File: src/rtl/debounce_pkg.sv
// Shared debounce types and helpers: FSM state encoding and a minimum-one clog2.
// Imported by the scan scheduler and the single-channel debouncers.
package debounce_pkg;

  typedef enum logic {
    StIdle = 1'b0,
    StScan = 1'b1
  } state_e;

  localparam state_e ST_IDLE = StIdle;
  localparam state_e ST_SCAN = StScan;

  // Counter width that is never zero, so a 1-value range still gets a 1-bit register.
  function automatic int unsigned clog2_min1(input int unsigned v);
    return (v <= 2) ? 1 : $clog2(v);
  endfunction

endpackage

File: src/rtl/debounce_scan_scheduler_if.sv
// Pin-side bundle of the scan debouncer; pulse signals exist only with DEBOUNCE_EDGE_EN.
// master = debouncer side, slave = consumer side.
interface debounce_scan_scheduler_if #(
  parameter int unsigned N_CH = 4
);

  logic [N_CH-1:0] noisy_in;
  logic [N_CH-1:0] db_out;
  logic            busy;
`ifdef DEBOUNCE_EDGE_EN
  logic [N_CH-1:0] rise_pulse;
  logic [N_CH-1:0] fall_pulse;

  modport master (input noisy_in, output db_out, output busy,
                  output rise_pulse, output fall_pulse);
  modport slave  (output noisy_in, input db_out, input busy,
                  input rise_pulse, input fall_pulse);
`else
  modport master (input noisy_in, output db_out, output busy);
  modport slave  (output noisy_in, input db_out, input busy);
`endif

endinterface

File: src/rtl/debounce_tick_gen.sv
// Free-running prescaler: counts 0..TICK_DIV-1 and asserts tick_o for one cycle at the top.
module debounce_tick_gen
  import debounce_pkg::*;
#(
  parameter int unsigned TICK_DIV = 100_000
) (
  input  logic clk,
  input  logic reset,
  output logic tick_o
);

  localparam int unsigned CntW = clog2_min1(TICK_DIV);

  logic [CntW-1:0] cnt_q, cnt_d;

  always_comb begin
    tick_o = (cnt_q == CntW'(TICK_DIV - 1));
    cnt_d  = tick_o ? '0 : cnt_q + 1'b1;
  end

  always_ff @(posedge clk) begin
    if (reset) begin
      cnt_q <= '0;
    end else begin
      cnt_q <= cnt_d;
    end
  end

endmodule

File: src/rtl/debounce_scan_scheduler.sv
// Time-shared early-acceptance debouncer: one lockout/compare datapath walks all channels
// once per scan tick. DEBOUNCE_EDGE_EN adds registered rise/fall pulses.
module debounce_scan_scheduler
  import debounce_pkg::*;
#(
  parameter int unsigned N_CH       = 4,
  parameter int unsigned TICK_DIV   = 100_000,
  parameter int unsigned LOCK_TICKS = 20
) (
  input  logic                        clk,
  input  logic                        reset,
  debounce_scan_scheduler_if.master   bus
);

  localparam int unsigned LockW = clog2_min1(LOCK_TICKS + 1);
  localparam int unsigned PtrW  = clog2_min1(N_CH);

  logic                  tick;
  logic [N_CH-1:0]       sync1_q, sync2_q;
  logic [N_CH-1:0]       db_q, db_d;
  state_e                state_q, state_d;
  logic [PtrW-1:0]       ptr_q, ptr_d;
  logic [LockW-1:0]      lock_q [N_CH];
  logic [LockW-1:0]      lock_d [N_CH];
`ifdef DEBOUNCE_EDGE_EN
  logic [N_CH-1:0]       rise_q, rise_d, fall_q, fall_d;
`endif

  debounce_tick_gen #(
    .TICK_DIV (TICK_DIV)
  ) u_tick_gen (
    .clk    (clk),
    .reset  (reset),
    .tick_o (tick)
  );

  always_comb begin
    state_d = state_q;
    ptr_d   = ptr_q;
    db_d    = db_q;
    lock_d  = lock_q;
`ifdef DEBOUNCE_EDGE_EN
    rise_d  = '0;
    fall_d  = '0;
`endif
    unique case (state_q)
      StIdle: begin
        if (tick) begin
          state_d = StScan;
          ptr_d   = '0;
        end
      end
      StScan: begin
        if (ptr_q == PtrW'(N_CH - 1)) begin
          state_d = StIdle;
          ptr_d   = '0;
        end else begin
          ptr_d = ptr_q + 1'b1;
        end
        // Only the slot owner is touched; a locked channel just burns one scan of lockout.
        for (int k = 0; k < N_CH; k++) begin
          if (ptr_q == PtrW'(k)) begin
            if (lock_q[k] != '0) begin
              lock_d[k] = lock_q[k] - 1'b1;
            end else if (sync2_q[k] != db_q[k]) begin
              db_d[k]   = sync2_q[k];
              lock_d[k] = LockW'(LOCK_TICKS);
`ifdef DEBOUNCE_EDGE_EN
              rise_d[k] = sync2_q[k];
              fall_d[k] = ~sync2_q[k];
`endif
            end
          end
        end
      end
    endcase
  end

  always_ff @(posedge clk) begin
    if (reset) begin
      sync1_q <= '0;
      sync2_q <= '0;
      db_q    <= '0;
      state_q <= StIdle;
      ptr_q   <= '0;
      lock_q  <= '{default: '0};
`ifdef DEBOUNCE_EDGE_EN
      rise_q  <= '0;
      fall_q  <= '0;
`endif
    end else begin
      sync1_q <= bus.noisy_in;
      sync2_q <= sync1_q;
      db_q    <= db_d;
      state_q <= state_d;
      ptr_q   <= ptr_d;
      lock_q  <= lock_d;
`ifdef DEBOUNCE_EDGE_EN
      rise_q  <= rise_d;
      fall_q  <= fall_d;
`endif
    end
  end

  assign bus.db_out = db_q;
  assign bus.busy   = (state_q == StScan);
`ifdef DEBOUNCE_EDGE_EN
  assign bus.rise_pulse = rise_q;
  assign bus.fall_pulse = fall_q;
`endif

endmodule
File: src/flat_wrapper.sv
// flat-port wrapper written by rule: the top's interface ports become plain ports
module debounce_scan_scheduler_flat import debounce_pkg::*;
#(
  parameter int unsigned N_CH       = 4,
  parameter int unsigned TICK_DIV   = 100_000,
  parameter int unsigned LOCK_TICKS = 20
)
  (clk, reset, bus_noisy_in, bus_db_out, bus_busy);
  debounce_scan_scheduler_if #(.N_CH(N_CH)) bus_i ();
  input  logic clk;
  input  logic reset;
  input wire logic [$bits(bus_i.noisy_in)-1:0] bus_noisy_in;
  output wire logic [$bits(bus_i.db_out)-1:0] bus_db_out;
  output wire logic [$bits(bus_i.busy)-1:0] bus_busy;
  assign bus_i.noisy_in = bus_noisy_in;
  assign bus_db_out = bus_i.db_out;
  assign bus_busy = bus_i.busy;
  debounce_scan_scheduler #(.N_CH(N_CH), .TICK_DIV(TICK_DIV), .LOCK_TICKS(LOCK_TICKS)) u_core (.clk(clk), .reset(reset), .bus(bus_i));
endmodule
File: config.mk
export PLATFORM = sky130hd
export DESIGN_NAME = debounce_scan_scheduler_flat
export DESIGN_NICKNAME = d
export VERILOG_FILES = /design/src/rtl/debounce_pkg.sv /design/src/rtl/debounce_scan_scheduler_if.sv /design/src/rtl/debounce_tick_gen.sv /design/src/rtl/debounce_scan_scheduler.sv /design/src/flat_wrapper.sv
export SDC_FILE = /design/constraint.sdc
export NUM_CORES = 1
export LEC_CHECK = 0
export ABC_AREA = 1
export BUFFER_PORTS_ARGS = -buffer_cell sky130_fd_sc_hd__buf_4
export CAP_MARGIN = 20
export CORE_MARGIN = 2
export CORE_UTILIZATION = 45
export DETAILED_ROUTE_END_ITERATION = 12
export HOLD_SLACK_MARGIN = 0.05
export PLACE_DENSITY = 0.68
export SYNTH_ARGS = -nofsm -noshare
export SYNTH_HDL_FRONTEND = slang
export SYNTH_SLANG_ARGS = --single-unit
File: constraint.sdc
create_clock -name clk -period 3.39 [get_ports clk]
set_clock_uncertainty 0.1 [all_clocks]
set_input_delay 0.678 -clock clk [delete_from_list [all_inputs] [get_ports clk]]
set_output_delay 0.678 -clock clk [all_outputs]
set_load 0.02 [all_outputs]
# Word-level counts from Yosys, hierarchy flattened
# Cells that the tools add are included.
dict set report classes {
  eq_ne 9
  n_mux 14
  addsub 6
  reduce_logical 18
  n_bitwise 5
}
# operator count
set op_table {}
lappend op_table {{two-way mux 5 bit} 8}
lappend op_table {{nonzero test 5 bit} 4}
lappend op_table {{subtractor 5 x 1 -> 5 bit, second input constant} 4}
lappend op_table {{adder 17 x 1 -> 17 bit, second input constant} 1}
lappend op_table {{equality test 17 bit, second input constant} 1}
lappend op_table {{AND reduction 4 bit} 4}
lappend op_table {{AND reduction 3 bit} 4}
lappend op_table {{nonzero test 2 bit} 4}
lappend op_table {{inverter 1 bit} 5}
lappend op_table {{equality test 2 bit, second input constant} 2}
lappend op_table {{two-way mux 2 bit} 2}
lappend op_table {{!= test 1 bit} 4}
lappend op_table {{one-hot mux 2 bit (2 select lines)} 1}
lappend op_table {{adder 2 x 1 -> 2 bit, second input constant} 1}
lappend op_table {{equality test 2 x 1 -> 1 bit, second input constant} 1}
lappend op_table {{zero test 2 bit} 1}
lappend op_table {{two-way mux 1 bit} 2}
lappend op_table {{!= test 2 x 1 -> 1 bit, second input constant} 1}
lappend op_table {{one-hot mux 1 bit (2 select lines)} 1}
lappend op_table {{OR reduction 2 bit} 1}
dict set report word_totals {
  in_bits 6
  regBits 52
  wordCells 65
  output_inout_bits 5
}

# Logic depth before layout (Yosys ltp)
# Gate-level depths: netlist (run 1).
dict set report logic_depth {
  ltp_word 3
  ltp_mapped 9
  ltp_nobuf 9
}

# Hierarchy
# A second synthesis (run 1) with hierarchy kept.
dict set report unflattened {
  hier_cells 402
  area_unflattened_um2 2727.6
}
# module seq_area_each_um2 cells_per_inst area_each_um2 n_inst
set by_module_without_submodules {}
lappend by_module_without_submodules {debounce_scan_scheduler 700.7 262 1779.2 1}
lappend by_module_without_submodules {debounce_tick_gen 340.3 140 948.4 1}

# Least setup slack after synthesis (run 1)
# Ideal clock, no wire load.
dict set report synth_path {
  path_kind {input to register}
  startpoint {input reset}
  endpoint {register u_core.db_q[0], in the netlist u_core.bus.db_out[0]}
  setup_ps 65
  n_path_buf 1
  slack_ps 1989
  arrival_time_ps 1236
  required_ps 3225
  cell_stages 4
  path_cell_list {inv_1 clkbuf_1 o21ai_0 nor2_1}
}
# item line
set synth_lines {}
lappend synth_lines {{start, declared} flat_wrapper.sv:11} ;# input logic reset;
lappend synth_lines {{end signal, assigned} debounce_scan_scheduler.sv:83} ;# db_q <= '0;
lappend synth_lines {{end signal, assigned} debounce_scan_scheduler.sv:94} ;# db_q <= db_d;
lappend synth_lines {{end, declared} debounce_scan_scheduler.sv:20} ;# logic [N_CH-1:0] db_q, db_d;

# Worst setup path in the final report (run 1)
dict set report layout_path {
  startpoint {register u_core.state_q, in the netlist u_core.bus.busy}
  endpoint {output bus_busy}
}
# item line
set layout_lines {}
lappend layout_lines {{start, declared} debounce_scan_scheduler.sv:21} ;# state_e state_q, state_d;
lappend layout_lines {{start signal, assigned} debounce_scan_scheduler.sv:84} ;# state_q <= StIdle;
lappend layout_lines {{start signal, assigned} debounce_scan_scheduler.sv:95} ;# state_q <= state_d;
lappend layout_lines {{end, declared} flat_wrapper.sv:14} ;# output wire logic [$bits(bus_i.busy)-1:0] bus_busy;
# No word-level cell between the ends.

==> results of run 1 <==
## state kept, by name, indices dropped and copies added, names as in the netlist
name,flops
u_core.ptr_q,2
u_core.lock_q,20
u_core.u_tick_gen.cnt_q,17
u_core.bus.db_out,4
u_core.sync2_q,4
u_core.bus.busy,1
u_core.sync1_q,4
## stage by stage
stage,std cells,power [mW],setup slack [ps]
6_report,423,1.01,1610
5_1_grt,423,1.06,1540
4_1_cts,423,1.04,1580
3_5_place_dp,416,0.665,1500
3_3_place_gp,416,0.664,1590
2_1_floorplan,338,0.656,1990
## synth_stat cells, drive strengths merged (5+ instances only)
| library cell | instances |
|---|---|
| o21ai | 16 |
| nand4 | 6 |
| xor2 | 10 |
| ha | 9 |
| a21oi | 31 |
| inv | 46 |
| nand2 | 70 |
| nor2 | 51 |
| dfxtp | 52 |
| xnor2 | 5 |
| or2 | 6 |
| nand3 | 20 |
| nor3 | 8 |
## where the power goes
part | total [mW] | switching [mW] | internal, mW | leakage, nW
clock | 0.363 | 0.181 | 0.182 | 0.0503
combinational | 0.0270 | 0.0172 | 0.00986 | 0.661
sequential | 0.623 | 0.00561 | 0.618 | 0.421
total | 1.01 | 0.204 | 0.809 | 1.13
## routing by layer
metal  wire length (um)  track usage (%)  up-vias  share of wire, %
li1                   -                -     1103                 -
met1               2140             19.0      873                52
met2               1840             24.6       22                44
met3                113             3.18        5               2.7
met4                 52             4.74        0               1.3
met5                  0                0        -                 0
## logic make-up (layout without fill, tap and decap cells)
| kind of cell | count (synthesis) | in the layout | share of synthesized area [%] |
|---|---|---|---|
| and+or+nand+nor | 164 | 164 | 31.4 |
| adders and majority gates | 9 | 9 | 4.48 |
| AOI/OAI and AO/OA | 48 | 48 | 9.66 |
| buffers and inverters | 50 | 63 | 7.77 |
| DFF | 52 | 52 | 41.4 |
| xor gates and xnor gates | 15 | 15 | 5.23 |
## worst max-delay path by stage
stage / from / end / slack [ps] / cells after the start
6_report: u_core.bus.busy$_SDFF_PP0_ / bus_busy / 1610 / 1
5_1_grt: u_core.bus.busy$_SDFF_PP0_ / bus_busy / 1540 / 1
2_1_floorplan: reset / u_core.bus.db_out[0]$_SDFFE_PP0P_ / 1990 / 4
4_1_cts: u_core.bus.busy$_SDFF_PP0_ / bus_busy / 1580 / 1
3_3_place_gp: reset / u_core.u_tick_gen.cnt_q[2]$_SDFF_PP0_ / 1590 / 4
3_5_place_dp: reset / u_core.u_tick_gen.cnt_q[14]$_SDFF_PP0_ / 1500 / 4
## final cells by class
type	instances	area (um2)
fillers	536	2690
multi-input cells	236	1280
flip-flops and latches	52	1040
inverters	46	173
clock buffers	7	96.3
well taps	72	90.1
repair buffers	10	75.1
==> out/results.ini, run 1 <==
[sta]
fmax_mhz = 563
setup_violations = 0
fin_crit_ps = 1780
post-route-period-util_pct = 52.4
finalMaxSlewViolations = 0
fin_hold_ws_ps = 304
tightestPinTransition_ps = 437
max_slew_margin_pct = 70.8
hold_violations = 0
rsz0062_at_grt = no
setup_tns_ps = 0

[min_path]
hp-start = u_core.sync1_q[2]$_SDFF_PP0_
whs_endpoint = u_core.sync2_q[2]$_SDFF_PP0_
hp-class = flop to flop
hold_depth = 2

[clocking]
cts.path.max_buffers = 2
ctsResizeCount = 0
cts_buffers = 5
clk_pin_slew_ps = 90
cts_num_sinks = 52
hold_buffers = 0
cts_tree = yes
clock_latency_ps = 290
clock-root-buffer = clkbuf_8
htree_levels = 2
post_cts_buffers = 0

[grt]
grt_max_degree = 25
grt_pass1_wl_mm = 7.45
grt_pass1_vias = 1754
grt_antenna_before_repair = 0
track_usage_pct = 14.7
gr-total-overflow = 0

[layout]
antennaDiodeCount = 0
final_cell_area_um2 = 2750
area_growth_syn_to_layout_pct = 9.51
post-route-util_pct = 50.6
drive_gt1_share_pct = 12.8
layout_commonest_cell = nand2_1
mostFrequentLayoutCells = 59 x nand2_1, 52 x dfxtp_1, 45 x nor2_1
fin_nets = 366

[floorplan]
die_area_um2 = 6200
io_pins = 11
die_x_um = 78.7
die_y_um = 78.7
start_util_pct = 46.2
num_rows = 27
fp.coreArea_um2 = 5440

[critical_path]
crit_path_top_delay_cell = dfxtp_1
cp.arrival_ps = 1000
end_kind = primary output
crit_path_start_kind = flop
worstPathCellList = buf_4
rr_endpoint = u_core.lock_q[8]$_SDFFE_PP0P_
critPathMaxFanout = 7
r2r_setup_slack_ps = 1800
reg2reg_depth = 6
critPathKind = flop to primary output
path_buf_inv = 1
reg2reg_from = u_core.lock_q[5]$_SDFFE_PP0P_
cp_slowest_stage_delay_ps = 500
crit_required_ps = 2610
critPathTopFamily = flip-flops

[synth]
yosysSeqAreaShare_pct = 41.4
synth_ff_type = dfxtp_1
syn_area_um2 = 2510
synth-edff-count = 0
async_flop_share_pct = 0
synth_fp_nets = 353
ys_types = 27
ys_seq_elements = 52
syn_inst = 338
ys_top_cells_by_area = dfxtp_1 41%, nand2_1 8.8%, nor2_1 6.7%, a21oi_1 6.2%, inv_1 5.8%
yosysTopAreaCell = dfxtp_1
yosysWarnings = 0
syn_area_per_cell_um2 = 7.43
netlist.area_leader.share_pct = 41.4

[placed_design]
place_congestion = 0.809
dp_hpwl_mm = 3.13
place_area_um2 = 2660
port-buffer-count = 10

[drt]
drt_first_pass_iters = 7
ant_nets = 0
routed_wl_mm = 4.14
drc = 0
wl_per_cell_um = 9.78
vias_per_cell = 4.74
first_iter_violations = 114
vias = 2003

[pwr]
leakagePower_nw = 1.13
irDropWorstVdd_v = 0.000171
power_density_nw_per_um2 = 368

[outcome]
status = finished clean

[run]
max_cap_viol_count = 0

Note: power is estimated with default switching activity, not from simulation.
==> run 2, diff against run 1 <==
--- a/config.mk
+++ b/config.mk
@@ -5,14 +5,14 @@
 export SDC_FILE = /design/constraint.sdc
 export NUM_CORES = 1
 export LEC_CHECK = 0
-export ABC_AREA = 1
+export ABC_AREA = 0
 export BUFFER_PORTS_ARGS = -buffer_cell sky130_fd_sc_hd__buf_4
 export CAP_MARGIN = 20
 export CORE_MARGIN = 2
 export CORE_UTILIZATION = 45
 export DETAILED_ROUTE_END_ITERATION = 12
 export HOLD_SLACK_MARGIN = 0.05
-export PLACE_DENSITY = 0.68
+export PLACE_DENSITY = 0.71
 export SYNTH_ARGS = -nofsm -noshare
 export SYNTH_HDL_FRONTEND = slang
 export SYNTH_SLANG_ARGS = --single-unit
==> constraint.sdc (replaced) <==
create_clock -name clk -period 1.6 [get_ports clk]
set_clock_uncertainty 0.1 [all_clocks]
set_input_delay 0.32 -clock clk [delete_from_list [all_inputs] [get_ports clk]]
set_output_delay 0.32 -clock clk [all_outputs]
set_load 0.02 [all_outputs]
==> run 2 against run 1 <==
Clock power rose by 110%. Routed wire length is 0.41% higher. Largest cell class unchanged. Final cell count shrank 15%. Core utilization up 4.7 points. Non-clock buffer count rose by 17. Register-to-register slack worse by 1700 ps.
==> out/results.ini, run 2 <==
[floorplan]
io_pins = 11  ; unchanged
die_y_um = 76.2  ; was 78.7 um
die_area_um2 = 5800  ; was 6200 um2
die_x_um = 76.2  ; was 78.7 um
start_util_pct = 46.2  ; about the same
fp.coreArea_um2 = 5070  ; was 5440 um2
num_rows = 26  ; was 27

[layout]
largest-register = u_core.lock_q  ; unchanged
fin_nets = 305  ; was 366
layout_commonest_cell = nor2_1  ; was nand2_1
fill_cells = 500  ; was 536
largest_reg_flops = 20  ; unchanged
reg_top3 = u_core.lock_q: 20 flops, u_core.u_tick_gen.cnt_q: 17 flops  ; unchanged
antennaDiodeCount = 0  ; unchanged
drive_gt1_share_pct = 22.7  ; was 12.8%
area_growth_syn_to_layout_pct = 19.7  ; was 9.51%
mostFrequentLayoutCells = 47 x nor2_1, 40 x dfxtp_1, 27 x buf_4  ; was 59 x nand2_1, 52 x dfxtp_1, 45 x nor2_1
final_cells = 361  ; was 423
post-route-util_pct = 55.3  ; was 50.6%

[outcome]
status = finished clean  ; unchanged

[synth]
syn_inst = 263  ; was 338
netlist.area_leader.share_pct = 44.4  ; was 41.4%
yosysMostFrequentCell = dfxtp_1  ; was nand2_1
ys_types = 38  ; was 27
synth_ff_type = dfxtp_1  ; unchanged
ys_seq_elements = 52  ; unchanged
synth_common_cells = 52 x dfxtp_1, 47 x nor2_1, 14 x a21oi_1, 14 x nand3_1  ; was 59 x nand2_1, 52 x dfxtp_1, 45 x nor2_1
syn_area_um2 = 2340  ; was 2510 um2
async_flop_share_pct = 0  ; unchanged
yosysTopAreaCell = dfxtp_1  ; unchanged
yosysSeqAreaShare_pct = 44.4  ; was 41.4%
ys_top_cells_by_area = dfxtp_1 44%, nor2_1 7.5%, ha_1 4.8%, mux2i_1 4.3%, xnor2_1 3.4%  ; was dfxtp_1 41%, nand2_1 8.8%, nor2_1 6.7%, a21oi_1 6.2%, inv_1 5.8%
syn_area_per_cell_um2 = 8.92  ; was 7.43 um2
yosysWarnings = 0  ; unchanged
synth-edff-count = 0  ; unchanged
synth_fp_nets = 278  ; was 353

[clocking]
cts_tree = yes  ; unchanged
cts.path.max_buffers = 2  ; unchanged
clock-root-buffer = clkbuf_8  ; unchanged
cts_num_sinks = 52  ; unchanged
clock_latency_ps = 300  ; was 290 ps
cts_buffers = 5  ; unchanged
post_cts_buffers = 0  ; unchanged
htree_levels = 2  ; unchanged
hold_buffers = 0  ; unchanged
clk_pin_slew_ps = 80  ; was 90 ps

[drt]
drt_first_pass_iters = 4  ; was 7
vias = 1882  ; was 2,003
vias_per_cell = 5.21  ; was 4.74
first_iter_violations = 71  ; was 114
wl_per_cell_um = 11.5  ; was 9.78 um
drc = 0  ; unchanged
ant_nets = 0  ; unchanged
routed_wl_mm = 4.16  ; was 4.14 mm

[run]
max_cap_viol_count = 0  ; unchanged

[critical_path]
end_kind = flop  ; was primary output
crit_path_top_delay_cell = dfxtp_4  ; was dfxtp_1
critPathKind = flop to flop  ; was flop to primary output
cpMostUsedCell = buf_4
crit_path_start_kind = flop  ; unchanged
critPathTopFamily = flip-flops  ; unchanged
path_buf_inv = 2  ; was 1
cp.arrival_ps = 1650  ; was 1000 ps
worstPathCellList = ha_4 > and4_4 > buf_4 > a41o_1 > buf_4 > a21oi_1  ; was buf_4
critPathMaxFanout = 10  ; was 7
crit_required_ps = 1740  ; was 2610 ps
cp_slowest_stage_delay_ps = 370  ; was 500 ps

[sta]
finalMaxSlewViolations = 0  ; unchanged
fin_crit_ps = 1510
max_slew_margin_pct = 78.0  ; was 70.8%
setup_slack_ps = 91.7  ; was 1610 ps
rsz0062_at_grt = yes  ; was no
post-route-period-util_pct = 94.3
setup_violations = 0  ; unchanged
fmax_mhz = 663
tightestPinTransition_ps = 328  ; was 437 ps
hold_violations = 0  ; unchanged

[min_path]
hp-class = input pin to flop  ; was flop to flop

[pwr]
clockPowerShare_pct = 35.1  ; was 35.8%
leakagePower_nw = 1.06  ; was 1.13 nW
power.switching_uw = 450  ; was 204 uW
internal_power_mw = 1.70  ; was 809 uW
switching_share_pct = 21.0  ; was 20.1%
seqPwrFrac_pct = 61.6  ; was 61.5%
power_density_nw_per_um2 = 764  ; was 368 nW/um2
combPwrFrac_pct = 3.3  ; was 2.7%
irDropWorstVdd_v = 0.000536  ; was 0.000171 V

[placed_design]
dp_slack_ps = 50.2  ; was 1500 ps
port-buffer-count = 10  ; unchanged
placedCellCount = 353  ; was 416
dp_hpwl_mm = 3.00  ; was 3.13 mm
place_congestion = 0.815  ; was 0.809

[grt]
grt_antenna_before_repair = 0  ; unchanged
gr-total-overflow = 0  ; unchanged
grt_pass1_vias = 1770  ; was 1,754
grt_pass1_wl_mm = 7.57  ; was 7.45 mm
grt_max_degree = 17  ; was 25
track_usage_pct = 15.7  ; was 14.7%

## run 2: power by group through the flow
stage / clock network (mW) / registers (mW) / logic (mW)
CTS: 0.782 / 1.32 / 0.0732
detailed placement: 0 / 1.35 / 0.0729
finish: 0.753 / 1.32 / 0.0716
floorplan: 0 / 1.35 / 0.0439
global placement: 0 / 1.35 / 0.0719
global route: 0.831 / 1.32 / 0.0833
## run 2: final timing paths
check	cells after the start	from	slack (ps)	to
max	6	u_core.u_tick_gen.cnt_q[0]$_SDFF_PP0_	90	u_core.u_tick_gen.cnt_q[15]$_SDFF_PP0_
min	2	bus_noisy_in[1]	120	u_core.sync1_q[1]$_SDFF_PP0_
max reg2reg	6	u_core.u_tick_gen.cnt_q[0]$_SDFF_PP0_	90	u_core.u_tick_gen.cnt_q[15]$_SDFF_PP0_
min reg2reg	1	u_core.sync1_q[2]$_SDFF_PP0_	340	u_core.sync2_q[2]$_SDFF_PP0_
## run 2: kinds of logic (layout without fill, tap and decap cells)
logic type / Yosys count / count (layout) / synth area share (%)
AO/OA/AOI/OAI: 32 / 32 / 8.81
AND/OR/NAND/NOR: 123 / 123 / 28.0
flip-flops: 52 / 52 / 44.4
XOR/XNOR: 17 / 17 / 6.35
buffers and inverters: 20 / 48 / 3.41
adder cells (fa/ha/maj): 9 / 9 / 4.80
multiplexers: 10 / 10 / 4.27
## run 2: final cells by class
| type | instances | area (um2) | share of cell area [%] |
|---|---|---|---|
| Inverter | 13 | 48.8 | 1.74 |
| Clock buffer | 8 | 90.1 | 3.21 |
| Tap cell | 70 | 87.6 | 3.12 |
| Multi-Input combinational cell | 191 | 1320 | 46.9 |
| Timing Repair Buffer | 27 | 203 | 7.22 |
| Sequential cell | 52 | 1060 | 37.8 |
## run 2: through the flow
step / power [mW] / setup TNS [ps] / cell area [um2] / hold WS, ps
4_1_cts: 2.18 / 0 / 2710 / 117
2_1_floorplan: 1.40 / 0 / 2360 / 314
3_3_place_gp: 1.42 / 0 / 2620 / 318
3_5_place_dp: 1.43 / 0 / 2620 / 329
6_report: 2.15 / 0 / 2810 / 123
5_1_grt: 2.24 / -12.6 / 2810 / 125
## run 2: routing by layer
metal	vias to the layer above	wire length, um	track usage, %
met5	-	0	0
met4	0	75	6.91
met3	7	115	3.32
met2	23	1980	26.6
met1	881	1980	19.2
li1	971	-	-
## run 2: worst reg2reg max path, stage by stage, from the launching register on
cell and delay (ps):
dfxtp_4 370, ha_4 160, and4_4 140, buf_4 160, a41o_1 240, buf_4 180
a21oi_1 110
## run 2: repair_timing
action | in CTS | in global routing
endpoints found under the hold margin | 0 | 0
endpoints found under the setup margin | 0 | 31
resized for setup | 0 | 26
